--- src/rtl/buffer_stream_reader_pkg.sv ---
// buffer_stream_reader_pkg
//   Shared definitions for the buffer stream reader and the stream-fed
//   buffer writers: pixel geometry, reader FSM encoding and the buffer
//   address-width helper.
package buffer_stream_reader_pkg;

  localparam int unsigned PIXEL_WIDTH     = 16;
  localparam int unsigned SUB_PIXEL_WIDTH = 4;

  typedef enum logic [1:0] {
    IDLE,
    STREAM,
    FINISH
  } reader_state_t;

  // Word address width of a 2^size byte buffer accessed stream_width bits at a time.
  function automatic int unsigned calc_addr_width(input int unsigned size,
                                                  input int unsigned stream_width);
    return size - $clog2(stream_width / 8);
  endfunction

endpackage

--- src/rtl/stream_skid_fifo.sv ---
// stream_skid_fifo
//   Two-entry fall-through FIFO between the RAM read port and the stream
//   output. When empty, the incoming word is presented on the output in the
//   same cycle and is only stored if the consumer does not take it.
//   Ports:
//     clk, rst_n      clock, asynchronous active-low reset
//     in_valid        incoming word valid (RAM data returned this cycle)
//     in_data         incoming word
//     out_ready       consumer ready
//     out_valid       head valid
//     out_data        head word (zero when nothing is valid)
//     count           number of stored entries (0..2)
module stream_skid_fifo #(
  parameter int unsigned WIDTH = 17
) (
  input  logic             clk,
  input  logic             rst_n,
  input  logic             in_valid,
  input  logic [WIDTH-1:0] in_data,
  input  logic             out_ready,
  output logic             out_valid,
  output logic [WIDTH-1:0] out_data,
  output logic [1:0]       count
);

  logic [WIDTH-1:0] mem [2];
  logic             rd_ptr;
  logic             wr_ptr;
  logic             push;
  logic             pop;

  // Empty and consumer ready: the word passes straight through unstored.
  assign push      = in_valid && !(count == 2'd0 && out_ready);
  assign pop       = out_ready && (count != 2'd0);
  assign out_valid = (count != 2'd0) || in_valid;

  always_comb begin
    out_data = '0;
    if (count != 2'd0)
      out_data = mem[rd_ptr];
    else if (in_valid)
      out_data = in_data;
  end

  always_ff @(posedge clk) begin
    if (push)
      mem[wr_ptr] <= in_data;
  end

  always_ff @(posedge clk or negedge rst_n) begin
    if (!rst_n) begin
      rd_ptr <= 1'b0;
      wr_ptr <= 1'b0;
      count  <= 2'd0;
    end else begin
      if (push)
        wr_ptr <= ~wr_ptr;
      if (pop)
        rd_ptr <= ~rd_ptr;
      case ({push, pop})
        2'b10:   count <= count + 2'd1;
        2'b01:   count <= count - 2'd1;
        default: count <= count;
      endcase
    end
  end

endmodule

--- src/rtl/buffer_stream_reader.sv ---
// buffer_stream_reader
//   Reads beatCount words starting at startAddr from a 1-cycle-latency
//   buffer RAM and emits them as an AXI-Stream with tlast on the final beat.
//   Sustains one beat per cycle under full backpressure via a 2-entry skid
//   FIFO; address wraps modulo the buffer size.
//   Optional build macro: BUFFER_STREAM_READER_PIXEL_SWAP_EN reverses the
//   order of the 16-bit pixels within each output beat.
//   Ports:
//     clk, resetn            clock, asynchronous active-low reset
//     start                  transfer request (sampled in IDLE only)
//     startAddr, beatCount   first word address, number of beats (0 legal)
//     busy, done             transfer in progress, end-of-transfer pulse
//     memReadAddr/Cs/Data    RAM read port (data returned next cycle)
//     m_axis_*               AXI-Stream master
module buffer_stream_reader
  import buffer_stream_reader_pkg::*;
#(
  parameter  int unsigned STREAM_WIDTH = 16,
  parameter  int unsigned SIZE         = 14,
  localparam int unsigned ADDR_WIDTH   = calc_addr_width(SIZE, STREAM_WIDTH)
) (
  input  logic                    clk,
  input  logic                    resetn,
  input  logic                    start,
  input  logic [ADDR_WIDTH-1:0]   startAddr,
  input  logic [ADDR_WIDTH:0]     beatCount,
  output logic                    busy,
  output logic                    done,
  output logic [ADDR_WIDTH-1:0]   memReadAddr,
  output logic                    memReadCs,
  input  logic [STREAM_WIDTH-1:0] memReadData,
  output logic                    m_axis_tvalid,
  input  logic                    m_axis_tready,
  output logic                    m_axis_tlast,
  output logic [STREAM_WIDTH-1:0] m_axis_tdata
);

  logic [1:0]              rst_sync;
  logic                    rst_n_i;
  reader_state_t           state;
  logic [ADDR_WIDTH:0]     beat_total;
  logic [ADDR_WIDTH:0]     issued_cnt;
  logic                    inflight;
  logic                    inflight_last;
  logic                    can_issue;
  logic                    rd_issue;
  logic [1:0]              fifo_count;
  logic [STREAM_WIDTH:0]   fifo_out;
  logic [STREAM_WIDTH-1:0] fifo_data;

  // Asynchronous assertion, synchronous release.
  always_ff @(posedge clk or negedge resetn) begin
    if (!resetn)
      rst_sync <= 2'b00;
    else
      rst_sync <= {rst_sync[0], 1'b1};
  end
  assign rst_n_i = rst_sync[1];

  // Stored entries plus the outstanding read never exceed the FIFO depth.
  assign can_issue = (fifo_count == 2'd0) || (fifo_count == 2'd1 && !inflight);
  assign rd_issue  = (state == STREAM) && (issued_cnt < beat_total) && can_issue;
  assign memReadCs = rd_issue;

  always_ff @(posedge clk or negedge rst_n_i) begin
    if (!rst_n_i) begin
      state         <= IDLE;
      busy          <= 1'b0;
      done          <= 1'b0;
      memReadAddr   <= '0;
      beat_total    <= '0;
      issued_cnt    <= '0;
      inflight      <= 1'b0;
      inflight_last <= 1'b0;
    end else begin
      done     <= 1'b0;
      inflight <= rd_issue;
      if (rd_issue) begin
        memReadAddr   <= memReadAddr + ADDR_WIDTH'(1);
        issued_cnt    <= issued_cnt + (ADDR_WIDTH + 1)'(1);
        inflight_last <= (issued_cnt + (ADDR_WIDTH + 1)'(1) == beat_total);
      end
      unique case (state)
        IDLE: begin
          if (start) begin
            busy        <= 1'b1;
            memReadAddr <= startAddr;
            beat_total  <= beatCount;
            issued_cnt  <= '0;
            if (beatCount == '0) begin
              state <= FINISH;
              done  <= 1'b1;
            end else begin
              state <= STREAM;
            end
          end
        end
        STREAM: begin
          if (m_axis_tvalid && m_axis_tready && m_axis_tlast) begin
            state <= FINISH;
            done  <= 1'b1;
          end
        end
        FINISH: begin
          state <= IDLE;
          busy  <= 1'b0;
        end
        default: state <= IDLE;
      endcase
    end
  end

  stream_skid_fifo #(
    .WIDTH (STREAM_WIDTH + 1)
  ) u_skid (
    .clk       (clk),
    .rst_n     (rst_n_i),
    .in_valid  (inflight),
    .in_data   ({inflight_last, memReadData}),
    .out_ready (m_axis_tready),
    .out_valid (m_axis_tvalid),
    .out_data  (fifo_out),
    .count     (fifo_count)
  );

  assign m_axis_tlast = fifo_out[STREAM_WIDTH];
  assign fifo_data    = fifo_out[STREAM_WIDTH-1:0];

`ifdef BUFFER_STREAM_READER_PIXEL_SWAP_EN
  localparam int unsigned NUM_PIXELS = STREAM_WIDTH / PIXEL_WIDTH;

  always_comb begin
    m_axis_tdata = '0;
    for (int unsigned i = 0; i < NUM_PIXELS; i++)
      m_axis_tdata[i*PIXEL_WIDTH +: PIXEL_WIDTH] =
        fifo_data[(NUM_PIXELS-1-i)*PIXEL_WIDTH +: PIXEL_WIDTH];
  end
`else
  assign m_axis_tdata = fifo_data;
`endif

endmodule

--- config.mk ---
export PLATFORM = sky130hd
export DESIGN_NAME = buffer_stream_reader
export DESIGN_NICKNAME = d
export VERILOG_FILES = /design/src/rtl/buffer_stream_reader_pkg.sv /design/src/rtl/stream_skid_fifo.sv /design/src/rtl/buffer_stream_reader.sv
export SDC_FILE = /design/constraint.sdc
export NUM_CORES = 1
export LEC_CHECK = 0
export ABC_CLOCK_PERIOD_IN_PS = 2300
export BUFFER_PORTS_ARGS = -buffer_cell sky130_fd_sc_hd__buf_2
export CORE_AREA = 2 2 127 129
export CTS_CLUSTER_SIZE = 14
export DETAILED_ROUTE_END_ITERATION = 8
export DIE_AREA = 0 0 129 131
export HOLD_SLACK_MARGIN = 0.1
export PLACE_DENSITY_LB_ADDON = 0.25
export SYNTH_ARGS = -nofsm -noshare
export SYNTH_HDL_FRONTEND = slang
export SYNTH_SLANG_ARGS = --single-unit
--- constraint.sdc ---
create_clock -name clk -period 2.3 [get_ports clk]
set_input_delay 0.46 -clock clk [delete_from_list [all_inputs] [get_ports clk]]
set_output_delay 0.46 -clock clk [all_outputs]
set_load 0.02 [all_outputs]
==> impl_metrics.py <==
metrics = {
    "setup_path": {
        "slowest_delay_ns": 0.39,
        "path_buf_inv": 3,
        "path_cells": "inv_2 > ha_4 > a211o_1 > o31ai_4 > nand2_2 > inv_2 > buf_6",
        "critPathRequiredTime_ns": 1.84,
        "end_kind": "output port",
        "cp_max_fo": 2,
        "ff2ff_setup_slack_ns": 0.14,
        "crit_path_frequent_cell": "inv_2",
        "worst_path_max_delay_cell": "dfrtp_1",
        "path_delay_family": "compound AO/OA/AOI/OAI gates",
        "crit_arrival_ns": 1.91,
        "path_class": "flop to output port",
        "crit_path_start_kind": "flop",
    },
    "global_route": {
        "grt_pass1_wl_um": 18900,
        "grt.busiest_layer": "met2",
        "grtUsageMet2_pct": 22.5,
        "grt_max_degree": 35,
        "grt_pass1_vias": 3712,
        "grt_use_met1_pct": 19.7,
        "use_met3_pct": 3.05,
        "antenna_found_initial": 0,
        "gr-total-overflow": 0,
        "track_usage_pct": 14.4,
    },
    "clock_tree": {
        "numCtsBuffers": 9,
        "clk_latency_ns": 0.35,
        "clk_pin_slew_ns": 0.07,
        "clockRootBuffer": "clkbuf_16",
        "clock_path_buffers": 2,
        "htreeDepth": 3,
        "cts_tree": "built",
        "cts_num_sinks": 87,
    },
    "sta": {
        "slew_violations": 0,
        "fin_setup_tns_ns": -0.0689,
        "finalCritPeriodShare_pct": 103,
        "worst_slew_pin_slew_ns": 0.592,
        "max_freq_mhz": 422,
        "post-route-min-period_ns": 2.37,
        "layout_setup_ws_ns": -0.0689,
        "final-hold-violation-count": 0,
        "rsz0062_at_grt": "yes",
        "skew_ns": 0.00929,
        "setup_viol": 1,
        "relSlewSlack_pct": 60.6,
    },
    "routing": {
        "drtPass1Iterations": 4,
        "drt_iter0_drc": 160,
        "wl_per_cell_um": 15.0,
        "wl_um": 11700,
        "vias": 3714,
        "via_per_inst": 4.76,
        "drc": 0,
        "ant_nets": 0,
    },
    "layout": {
        "fillers": 1551,
        "syn_to_final_growth_pct": 31.1,
        "drive_gt1_share_pct": 30.1,
        "regArea_um2": 2350,
        "multiInputGateArea_um2": 2170,
        "diodes": 0,
        "nets": 626,
        "stdcell_area_um2": 5980,
    },
    "synth": {
        "syn_inst": 442,
        "seq_area_frac_synth_pct": 51.5,
        "async_flop_share_pct": 60.9,
        "syn_area_um2": 4560,
        "synth_seq_cells": 87,
        "ys_types": 49,
        "synth_edf_count": 34,
        "yosysWarnings": 0,
        "synthFlopType": "dfrtp_1",
        "syn_avg_cell_area_um2": 10.3,
        "syn-num-nets": 508,
    },
    "die": {
        "die_h_um": 131,
        "num_rows": 46,
        "dieArea_um2": 16900,
        "start_util_pct": 29.2,
        "core_area_um2": 15600,
        "dieWidth_um": 129,
        "ios": 81,
    },
    "pwr": {
        "power.total_mw": 7.32,
        "max-vdd-ir-drop_mv": 0.707,
        "power.internal_mw": 4.34,
        "power-per-cell-area_nw_per_um2": 1220,
        "power.leakage_nw": 2.61,
        "seqPwrFrac_pct": 33.2,
        "power_frac_comb_pct": 46.1,
        "power.switching_mw": 2.98,
        "p_clk_share_pct": 20.8,
        "p_sw_share_pct": 40.7,
    },
    "outcome": {
        "violations": "setup timing",
        "outcome": "finished with violations",
    },
    "placement": {
        "place_congestion": 0.845,
        "place_area_um2": 5380,
        "io_buffer_count": 80,
        "dp_hpwl_um": 8260,
        "place_ws_ns": 0.0541,
    },
    "hold_path": {
        "hold_path.class": "flop to async pin",
    },
    "run": {
        "maxCapViolCount": 0,
    },
}
-- power by group through the flow --
stage                     combinational [mW]  sequential [mW]  clock, mW
after global routing                    3.74             2.49       1.63
after CTS                               3.22             2.43       1.56
after detailed placement                2.98             2.47          0
after global placement                  2.95             2.45          0
final                                   3.37             2.43       1.52
after floorplan                         1.88             2.53          0
-- cell type report --
type / instances / area share, %
repair buffers: 126 / 13.4
clock inverters: 6 / 1.26
inverters: 23 / 1.44
flip-flops and latches: 87 / 39.3
multi-input cells: 313 / 36.2
well taps: 216 / 4.52
clock buffers: 10 / 3.83
-- repair_timing --
item | 4_1_cts | 5_1_grt
resized for setup | 15 | 18
setup buffers | 10 | 6
hold buffers | 1 | 0
setup endpoints to repair | 2 | 8
hold endpoints to repair | 2 | 0
pin swaps | 6 | 7
cloned | 0 | 1
-- path summary, 6_finish.rpt --
check,from,endpoint,cells past startpoint
setup reg to reg,beat_total[7]$_DFFE_PN0P_,memReadAddr[10]$_DFF_PN0_,8
min in group clk,memReadData[7],u_skid.mem[0][7]$_DFFE_PP_,1
max in group asynchronous,rst_sync[1]$_DFF_PN0_,beat_total[2]$_DFFE_PN0P_,1
setup / recovery,beat_total[7]$_DFFE_PN0P_,memReadCs,7
hold reg to reg,rst_sync[1]$_DFF_PN0_,u_skid.count[1]$_DFFE_PN0P_,0
hold / removal,rst_sync[1]$_DFF_PN0_,u_skid.count[1]$_DFFE_PN0P_,0
-- synth_stat cells (all sizes together) (2+ instances only) --
library cell	instances	share of area, %
xnor2	16	3.1
nand2b	4	0.55
nand3	17	2.1
or3	2	0.27
nand4	18	2.6
dfrtp	53	29
and3	10	1.4
clkbuf	11	0.91
mux2i	18	4.0
edfxtp	34	22
nor4	6	1.2
nor3	2	0.22
inv	23	1.9
a31oi	5	0.69
o21ai	46	5.0
buf	8	0.93
nand2	58	4.8
ha	19	5.2
nor2b	3	0.41
o32ai	2	0.38
xor2	27	5.2
a21oi	13	1.4
nor2	23	2.1
and2	4	0.55
o211ai	2	0.33
a211o	2	0.38
a211oi	2	0.33
-- per-layer routing --
metal	wire length, µm	up-vias
met3	654	15
met5	0	-
met4	212	0
li1	-	1808
met2	5210	117
met1	5620	1774
-- layout by cell type (no fill, tap or decap), drive strengths merged, types with 16 or more instances in the layout --
| cell type | count |
|---|---|
| edfxtp | 34 |
| buf | 124 |
| nor2 | 23 |
| nand3 | 17 |
| nand4 | 18 |
| ha | 19 |
| dfrtp | 53 |
| o21ai | 46 |
| inv | 26 |
| mux2i | 18 |
| nand2 | 58 |
| xor2 | 27 |
| xnor2 | 16 |
-- worst register-to-register path: stages (launching register included) --
cell and delay [ns]:
dfrtp_1 0.39, inv_2 0.09, ha_4 0.20, a211o_1 0.32, o31ai_4 0.27, nand2_2 0.10
buf_4 0.17, or4_4 0.48, nand3_2 0.08
-- metrics by stage --
stage	utilization, %	cells	hold slack, ns
floorplan	-	442	0.164
global placement	34.5	748	0.251
detailed placement	34.5	748	0.249
CTS	37.5	775	0.297
global route	38.3	781	0.301
finish	38.3	781	0.277
-- cells by family (layout without fill, tap and decap cells) --
group	Yosys count	after routing	share of synthesized area (%)
buf+inv	42	165	3.73
fa+ha+maj	19	19	5.21
compound gates	79	79	10.1
simple gates	153	153	17.2
xor+xnor	43	43	8.26
other cells	1	1	0.0822
flops	87	87	51.5
mux	18	18	3.95
-- registers in the layout, indices dropped and copies added (netlist names) --
signal,cells
u_skid.mem,34
u_skid.count,2
inflight,1
rst_sync,2
inflight_last,1
issued_cnt,14
u_skid.rd_ptr,1
state,2
busy,1
done,1
u_skid.wr_ptr,1
memReadAddr,13
beat_total,14
(Power assumes the default switching activity.)
